**src/rtl/cbf_frontend_sched.sv**
```systemverilog
// Input framing and strobe scheduling for a two-stage control-bounded filter front end.
// Builds the lookahead window and lookback groups and tracks history fill across decimation changes.
module cbf_frontend_sched #(
  parameter int unsigned M        = 4,
  parameter int unsigned DSR1     = 2,
  parameter int unsigned DSR2_MAX = 8,
  parameter int unsigned DSR2_DEF = 6,
  parameter int unsigned DEPTH    = 72,
  parameter int unsigned LB_DELAY = 2,
  parameter int unsigned OUT_LAT  = 2
) (
  input  logic                              clk,
  input  logic                              rst,
  input  logic [M-1:0]                      in,
  input  logic                              cfg_load,
  input  logic [$clog2(DSR2_MAX+1)-1:0]     cfg_dsr2,
  output logic [M*DEPTH-1:0]                ahead,
  output logic [M*DSR1-1:0]                 back,
  output logic                              en_rec,
  output logic                              en_ds,
  output logic                              compute_valid,
  output logic                              out_valid,
  output logic                              cfg_err,
  output logic [$clog2(DSR2_MAX+1)-1:0]     dsr2_act
);

  localparam int unsigned H   = DEPTH + (LB_DELAY + 1) * DSR1;
  localparam int unsigned B   = DEPTH + LB_DELAY * DSR1;
  localparam int unsigned DW  = $clog2(DSR2_MAX + 1);
  localparam int unsigned C1W = (DSR1 > 1) ? $clog2(DSR1) : 1;
  localparam int unsigned AW  = $clog2(H + DSR1 * DSR2_MAX + 1);
  localparam int unsigned WW  = (OUT_LAT > 1) ? $clog2(OUT_LAT) : 1;

  typedef enum logic [1:0] {StFill, StWait, StRun} state_e;

  logic [M-1:0]       hist_q [H];
  logic [M-1:0]       hist_d [H];
  logic [M*DEPTH-1:0] ahead_q, ahead_d;
  logic [M*DSR1-1:0]  back_q, back_d;
  logic               en_rec_q, en_rec_d, en_ds_q, en_ds_d;
  logic               cv_q, cv_d, ov_q, ov_d, err_q, err_d;
  logic [DW-1:0]      dsr2_q, dsr2_d;
  logic [C1W-1:0]     c1_q, c1_d;
  logic [DW-1:0]      c2_q, c2_d;
  logic [AW-1:0]      acc_q, acc_d;
  logic [WW-1:0]      wcnt_q, wcnt_d;
  state_e             state_q, state_d;

  logic          rec, ds, cfg_ok;
  logic [AW-1:0] k_val;

  always_comb begin
    k_val  = AW'(DSR1 * dsr2_q);
    rec    = (c1_q == C1W'(DSR1 - 1));
    ds     = rec && (c2_q == dsr2_q - DW'(1));
    cfg_ok = (cfg_dsr2 != '0) && (cfg_dsr2 <= DW'(DSR2_MAX));

    hist_d[0] = in;
    for (int j = 1; j < H; j++) hist_d[j] = hist_q[j-1];

    ahead_d  = ahead_q;
    back_d   = back_q;
    en_rec_d = 1'b0;
    en_ds_d  = 1'b0;
    cv_d     = cv_q;
    ov_d     = ov_q;
    err_d    = err_q;
    dsr2_d   = dsr2_q;
    c1_d     = c1_q;
    c2_d     = c2_q;
    acc_d    = acc_q;
    wcnt_d   = wcnt_q;
    state_d  = state_q;

    if (cfg_load && cfg_ok) begin
      // Accepted load restarts scheduling and fill tracking but keeps the sample history.
      dsr2_d  = cfg_dsr2;
      c1_d    = '0;
      c2_d    = '0;
      acc_d   = '0;
      wcnt_d  = '0;
      cv_d    = 1'b0;
      ov_d    = 1'b0;
      state_d = StFill;
    end else begin
      if (cfg_load) err_d = 1'b1;
      c1_d = rec ? '0 : c1_q + C1W'(1);
      if (rec) c2_d = ds ? '0 : c2_q + DW'(1);
      en_rec_d = rec;
      en_ds_d  = ds;
      if (rec) begin
        for (int j = 0; j < DSR1; j++) back_d[M*j +: M] = hist_q[B+j];
      end
      if (ds) begin
        for (int i = 0; i < DEPTH; i++) ahead_d[M*i +: M] = hist_q[DEPTH-1-i];
        unique case (state_q)
          StFill: begin
            // Fill completes on the first event whose cumulative sample count covers H.
            if (acc_q + k_val >= AW'(H)) begin
              cv_d  = 1'b1;
              acc_d = '0;
              if (OUT_LAT == 0) begin
                ov_d    = 1'b1;
                state_d = StRun;
              end else begin
                state_d = StWait;
              end
            end else begin
              acc_d = acc_q + k_val;
            end
          end
          StWait: begin
            if (wcnt_q == WW'(OUT_LAT - 1)) begin
              ov_d    = 1'b1;
              state_d = StRun;
            end else begin
              wcnt_d = wcnt_q + WW'(1);
            end
          end
          StRun:   ;
          default: state_d = StFill;
        endcase
      end
    end
  end

  always_ff @(posedge clk) begin
    if (!rst) begin
      hist_q   <= '{default: '0};
      ahead_q  <= '0;
      back_q   <= '0;
      en_rec_q <= 1'b0;
      en_ds_q  <= 1'b0;
      cv_q     <= 1'b0;
      ov_q     <= 1'b0;
      err_q    <= 1'b0;
      dsr2_q   <= DW'(DSR2_DEF);
      c1_q     <= '0;
      c2_q     <= '0;
      acc_q    <= '0;
      wcnt_q   <= '0;
      state_q  <= StFill;
    end else begin
      hist_q   <= hist_d;
      ahead_q  <= ahead_d;
      back_q   <= back_d;
      en_rec_q <= en_rec_d;
      en_ds_q  <= en_ds_d;
      cv_q     <= cv_d;
      ov_q     <= ov_d;
      err_q    <= err_d;
      dsr2_q   <= dsr2_d;
      c1_q     <= c1_d;
      c2_q     <= c2_d;
      acc_q    <= acc_d;
      wcnt_q   <= wcnt_d;
      state_q  <= state_d;
    end
  end

  assign ahead         = ahead_q;
  assign back          = back_q;
  assign en_rec        = en_rec_q;
  assign en_ds         = en_ds_q;
  assign compute_valid = cv_q;
  assign out_valid     = ov_q;
  assign cfg_err       = err_q;
  assign dsr2_act      = dsr2_q;

endmodule

```
**config.mk**
```make
export PLATFORM = sky130hd
export DESIGN_NAME = cbf_frontend_sched
export DESIGN_NICKNAME = d
export VERILOG_FILES = /design/src/rtl/cbf_frontend_sched.sv
export SDC_FILE = /design/constraint.sdc
export NUM_CORES = 1
export LEC_CHECK = 0
export BUFFER_PORTS_ARGS = -buffer_cell sky130_fd_sc_hd__buf_2
export CAP_MARGIN = 15
export CORE_ASPECT_RATIO = 0.6
export CORE_MARGIN = 10
export CORE_UTILIZATION = 50
export CTS_BUF_LIST = sky130_fd_sc_hd__clkbuf_16
export CTS_CLUSTER_DIAMETER = 150
export DETAILED_ROUTE_END_ITERATION = 12
export PLACE_DENSITY_LB_ADDON = 0.12
export SETUP_SLACK_MARGIN = 0.1
export SYNTH_ARGS = -nofsm -noshare
export SYNTH_HDL_FRONTEND = slang
export SYNTH_SLANG_ARGS = --single-unit
```
**constraint.sdc**
```tcl
create_clock -name clk -period 2.5 [get_ports clk]
set_input_delay 0.5 -clock clk [delete_from_list [all_inputs] [get_ports clk]]
set_output_delay 0.5 -clock clk [all_outputs]
set_load 0.005 [all_outputs]
```
# == Word level (Yosys, flattened, before mapping) ==
# Index checks and enable logic that the tools add are counted.
# op_classes
n_mux,6
n_reduce_logical,15
n_eq_ne,5
order_cmp,2
add_sub_neg,5
n_bitwise,3
# ops
cell,count
2-bit AND reduction,5
7-bit by 5-bit adder with 7-bit output,1
"7-bit >= comparator, second input constant",1
7-bit two-way mux,1
2-bit one-hot mux with 3 select lines,1
3-bit AND reduction,2
"4-bit by 1-bit adder with 4-bit output, second input constant",1
4-bit == test,1
"4-bit less-or-equal comparator, second input constant",1
2-bit two-way mux,2
4-bit two-way mux,1
"2-bit inequality test, second input constant",2
4-bit AND reduction,1
4-bit nonzero test,1
"4-bit by 1-bit subtractor with 4-bit output, second input constant",1
1-bit logical AND,3
1-bit NOT,3
3-bit OR reduction,1
"1-bit adder, second input constant",2
"2-bit by 1-bit == test with 1-bit output, second input constant",1
"2-bit == test, second input constant",1
2-bit zero test,1
2-bit OR reduction,1
1-bit two-way mux,1
# totals
inputBits,11
output_inout_bits,305
elab_cells,127
reg_bits,632

# == Logic depth before layout (Yosys ltp) ==
# depth
depth_word,5
depth_mapped,10
depth_no_buf,7

# == Worst setup path after synthesis ==
# No wires, ideal clock.
# synth_path
path_type,input to register
from,input cfg_dsr2[3]
to,"register ahead_q[100], in the netlist ahead[100]"
required_ps,2372
n_path_buf,2
path_stages,6
setup_ps,128
slack_ps,315
arrival_time_ps,2056
path_cell_list,or4_4 -> nand3_2 -> nor3b_4 -> buf_2 -> clkbuf_1 -> o21ai_0
# synth_between
elab_chain_cells,5
word_cells_on_any_way,6
classes_between,order compare: 1; bitwise: 1; reduce/logical: 4
# synth_lines
element,line_no,source
start: declaration,16,"input logic [$clog2(DSR2_MAX+1)-1:0] cfg_dsr2,"
4-bit less-or-equal comparator / 4-bit nonzero test (equally long branches),56,cfg_ok = (cfg_dsr2 != '0) && (cfg_dsr2 <= DW'(DSR2_MAX));
1-bit logical AND (*),56,
1-bit logical AND (*),75,if (cfg_load && cfg_ok) begin
1-bit NOT (no line) (*),--,
2-bit AND reduction (no line) (*),--,
end signal: assignment,145,ahead_q <= ahead_d;
end: declaration,38,"logic [M*DEPTH-1:0] ahead_q, ahead_d;"
# Mark *: on every way between the ends. The rest lies on a longest branch, timed or not.
# A chain may end at the register's enable or synchronous reset.

# == Worst setup path in the final report ==
# layout_path
from,"register dsr2_q[0], in the netlist dsr2_act[0]"
to,register state_q[0]
# layout_between
elab_chain_cells,4
word_cells_on_any_way,7
classes_between,add/sub: 2; order compare: 1; eq/ne: 2; reduce/logical: 2
# layout_lines
element,line_no,source
start: declaration,42,"logic [DW-1:0] dsr2_q, dsr2_d;"
start signal: assignment,137,dsr2_q <= DW'(DSR2_DEF);
start signal: assignment,152,dsr2_q <= dsr2_d;
7-bit by 5-bit adder with 7-bit output / 4-bit by 1-bit subtractor with 4-bit output (equally long branches),"99, 55",
7-bit >= comparator / 4-bit == test (equally long branches),"99, 55",
2-bit inequality test (no line) / 1-bit logical AND (equally long branches),--,
4-bit AND reduction (no line) (*),--,
end signal: assignment,142,state_q <= StFill;
end signal: assignment,157,state_q <= state_d;
end: declaration,47,"state_e state_q, state_d;"
# Marks and branches as above.

==> flow_summary.toml <==
[run_status]
status = "complete, no violations"

[worst_setup_path]
worst-path-max-fanout = 5
path_class = "flop to flop"
endpoint_kind = "flop"
worst_setup_path_start_kind = "flop"
crit_required_ns = 2.95
critPathMaxStageDelay_ns = 0.38
critical_path.slowest_cell = "sky130_fd_sc_hd__o31a_1"
worst_path_dominant_cell_family = "compound AO/OA/AOI/OAI gates"
critical_path_data_arrival_time_ns = 2.75
crit_chain = "buf_4, ha_1, fa_2, a21o_1, a21oi_1, xnor2_1, o31a_1, a32o_1"
critical_path_buf_inv_count = 1

[placement]
numPortBuffers = 315
detailedPlacementHpwl_um = 29500
finalWeightedCongestion = 0.783

[sta]
finalCriticalPeriod_ns = 2.29
setup_viol = 0
final_max_slew_viol_count = 0
grt_setup_unrepaired = "true"
max_clock_freq_mhz = 436
tightestPinTransition_ns = 0.640
finalSetupTns_ns = 0
final_count_of_hold_timing_violations = 0
final.setup_skew_ns = 0.0149
relSlewSlack_pct = 57.1
layout_worst_path_cycle_share_pct = 91.8

[layout]
layout.cells.most_common = "sky130_fd_sc_hd__dfxtp_1"
syn2layout_area_growth_pct = 19.4
antennaDiodeCount = 0
fillers = 3418
final-seq-area_um2 = 12600
layout_common_cells = "631 x sky130_fd_sc_hd__dfxtp_1, 591 x sky130_fd_sc_hd__nand2_1, 316 x sky130_fd_sc_hd__and2_1"
multi_input_area_um2 = 6380
drive_above_1_share_pct = 18.3
num-nets-final = 2353

[synth]
synthAdderAreaFrac_pct = 0.483
synth_cell_type_count = 41
post_synth.cell_area_avg_um2 = 9.53
synthFlopType = "sky130_fd_sc_hd__dfxtp_1"
synth_seq_area_share_pct = 64.2
synth-warning-count = 0
synthMuxAreaShare_pct = 0.560
post_synth_and_or_nand_nor_area_fraction_pct = 22.5
synth_top_family_by_area = "simple AND/OR/NAND/NOR gates"
async_reset_ff_share_pct = 0
synth_enable_flop_cells = 0
synth_cells = 2063
synth-compound-area-share_pct = 8.25
yosys.area_share.xor_xnor_pct = 0.604
synth-seq-cells = 631
mappedNetlistNets = 2081
post_synth_instance_area_um2 = 19700

[job]
cap_viol_max_count = 0

[global_routing]
grt_max_degree = 102
antenna_found_initial = 0
grt_pass1_vias = 13206
grt.overflow.total = 0
grt_first_pass_wirelength_um = 70900
gr-usage-all-layers_pct = 17.7

[die]
dieWidth_um = 276
rows = 56
floorplan.initialDensity_pct = 50.5
io-pin-count = 316
die_height_um = 174
core_area_um2 = 39000
fp.dieArea_um2 = 47900

[power]
cellLeakagePower_nw = 9.95
total_power_mw = 18.7
cellPowerDensity_nw_per_um2 = 796
worst_ir_drop_vdd_mv = 0.544

[clock_network]
cts.root.buffer_cell = "sky130_fd_sc_hd__clkbuf_16"
cts_tree = "done"
clk_path_buf_depth = 3
clock_transition_at_path_regs_ns = 0.06
source_to_sink_clock_delay_at_the_later_pin_of_the_worst_skew_pair_ns = 0.56
tritoncts_num_sinks = 631
number_of_levels_the_h_tree_was_split_into = 2
cts-buffers-inserted = 53

[route]
drt_iter0_markers = 943
wl_per_cell_um = 15.0
drtAntennaViolNets = 0
drc_errors = 0
finalWirelength_um = 43400
drt_first_pass_iters = 5
route.detailed.vias_per_inst = 4.71
vias = 13627

[hold_path]
hold_path_class = "input port to flop"
## registers in the layout (all words and copies together), names as in the netlist, 2 cells and up
| name | cells |
|---|---|
| ahead | 288 |
| dsr2_act | 4 |
| hist_d | 308 |
| back | 8 |
| acc_q | 6 |
| hist_q | 4 |
| state_q | 2 |
| c2_q | 4 |
## cells in the mapped netlist, types with 2 or more instances
cell type	count	area (µm²)
sky130_fd_sc_hd__and2_1	316	1980
sky130_fd_sc_hd__xnor2_1	6	52.6
sky130_fd_sc_hd__nor2_1	3	11.3
sky130_fd_sc_hd__nand3_1	5	25.0
sky130_fd_sc_hd__buf_2	9	45.0
sky130_fd_sc_hd__o21ai_0	294	1470
sky130_fd_sc_hd__a21o_1	3	22.5
sky130_fd_sc_hd__dfxtp_1	631	12600
sky130_fd_sc_hd__and3_1	2	12.5
sky130_fd_sc_hd__mux2i_1	11	110
sky130_fd_sc_hd__o211ai_1	2	15.0
sky130_fd_sc_hd__nor3_1	4	20.0
sky130_fd_sc_hd__xor2_1	5	43.8
sky130_fd_sc_hd__buf_4	27	203
sky130_fd_sc_hd__a21oi_1	6	30.0
sky130_fd_sc_hd__clkbuf_2	10	50.1
sky130_fd_sc_hd__ha_1	6	75.1
sky130_fd_sc_hd__clkbuf_1	91	342
sky130_fd_sc_hd__nand4_1	3	18.8
sky130_fd_sc_hd__o22ai_1	3	18.8
sky130_fd_sc_hd__nand2_1	591	2220
sky130_fd_sc_hd__nor2b_1	10	62.6
sky130_fd_sc_hd__inv_1	5	18.8
sky130_fd_sc_hd__nand2b_1	3	18.8
## path summary, 6_finish.rpt
kind                                          startpoint  slack (ns)                      end  cells past startpoint
worst min-delay path                               in[0]        0.15   hist_d[304]$_SDFF_PN0_                      2
worst max register to register  dsr2_act[0]$_SDFFE_PN0P_        0.21  state_q[0]$_SDFFE_PP0P_                      8
worst max-delay path            dsr2_act[0]$_SDFFE_PN0P_        0.21  state_q[0]$_SDFFE_PP0P_                      8
worst min register to register      hist_d[4]$_SDFF_PN0_        0.43     hist_d[0]$_SDFF_PN0_                      1
## logic make-up (layout without fill, tap and decap cells)
| kind of cell | Yosys count | after routing |
|---|---|---|
| simple gates | 944 | 944 |
| flops | 631 | 631 |
| compound gates | 316 | 316 |
| buf+inv | 142 | 452 |
| xor+xnor | 12 | 12 |
| mux | 11 | 11 |
| fa+ha+maj | 7 | 7 |
## stage by stage
step | hold WS, ns | utilization (%) | setup WS [ns] | std cells | cell area (µm²)
after floorplan | 0.412 | - | 0.315 | 2063 | 19700
after global routing | 0.123 | 60.3 | 0.0685 | 2895 | 23500
after CTS | 0.114 | 60.3 | 0.168 | 2895 | 23500
after detailed placement | 0.418 | 55.8 | 0.0957 | 2802 | 21700
final | 0.152 | 60.3 | 0.206 | 2895 | 23500
after global placement | 0.414 | 55.8 | 0.145 | 2802 | 21700
## final cells by class
class | count | share of cell area, %
multi-input cells | 1290 | 27.2
flip-flops and latches | 631 | 53.8
repair buffers | 354 | 8.75
inverters | 5 | 0.0799
clock buffers | 53 | 5.65
well taps | 522 | 2.78
clock inverters | 40 | 1.75
## per-layer routing
metal | vias up | share of wire [%] | GRT usage, %
met5 | - | 0 | 0
met4 | 0 | 2.8 | 5.81
met3 | 71 | 4.9 | 4.37
met2 | 224 | 46 | 29.0
met1 | 6244 | 46 | 22.5
li1 | 7088 | - | -
## power breakdown
| part | total, mW | switching (mW) | internal (mW) |
|---|---|---|---|
| clock network | 8.32 | 3.55 | 4.77 |
| registers | 10.1 | 0.00911 | 10.1 |
| logic | 0.287 | 0.208 | 0.0793 |
## timing repair
action                     in CTS  in global routing
buffers inserted                0                  0
setup endpoints to repair       0                 28
hold buffers                    0                  0
gates resized for setup         0                  1
Power figures use the tool's default switching activity.
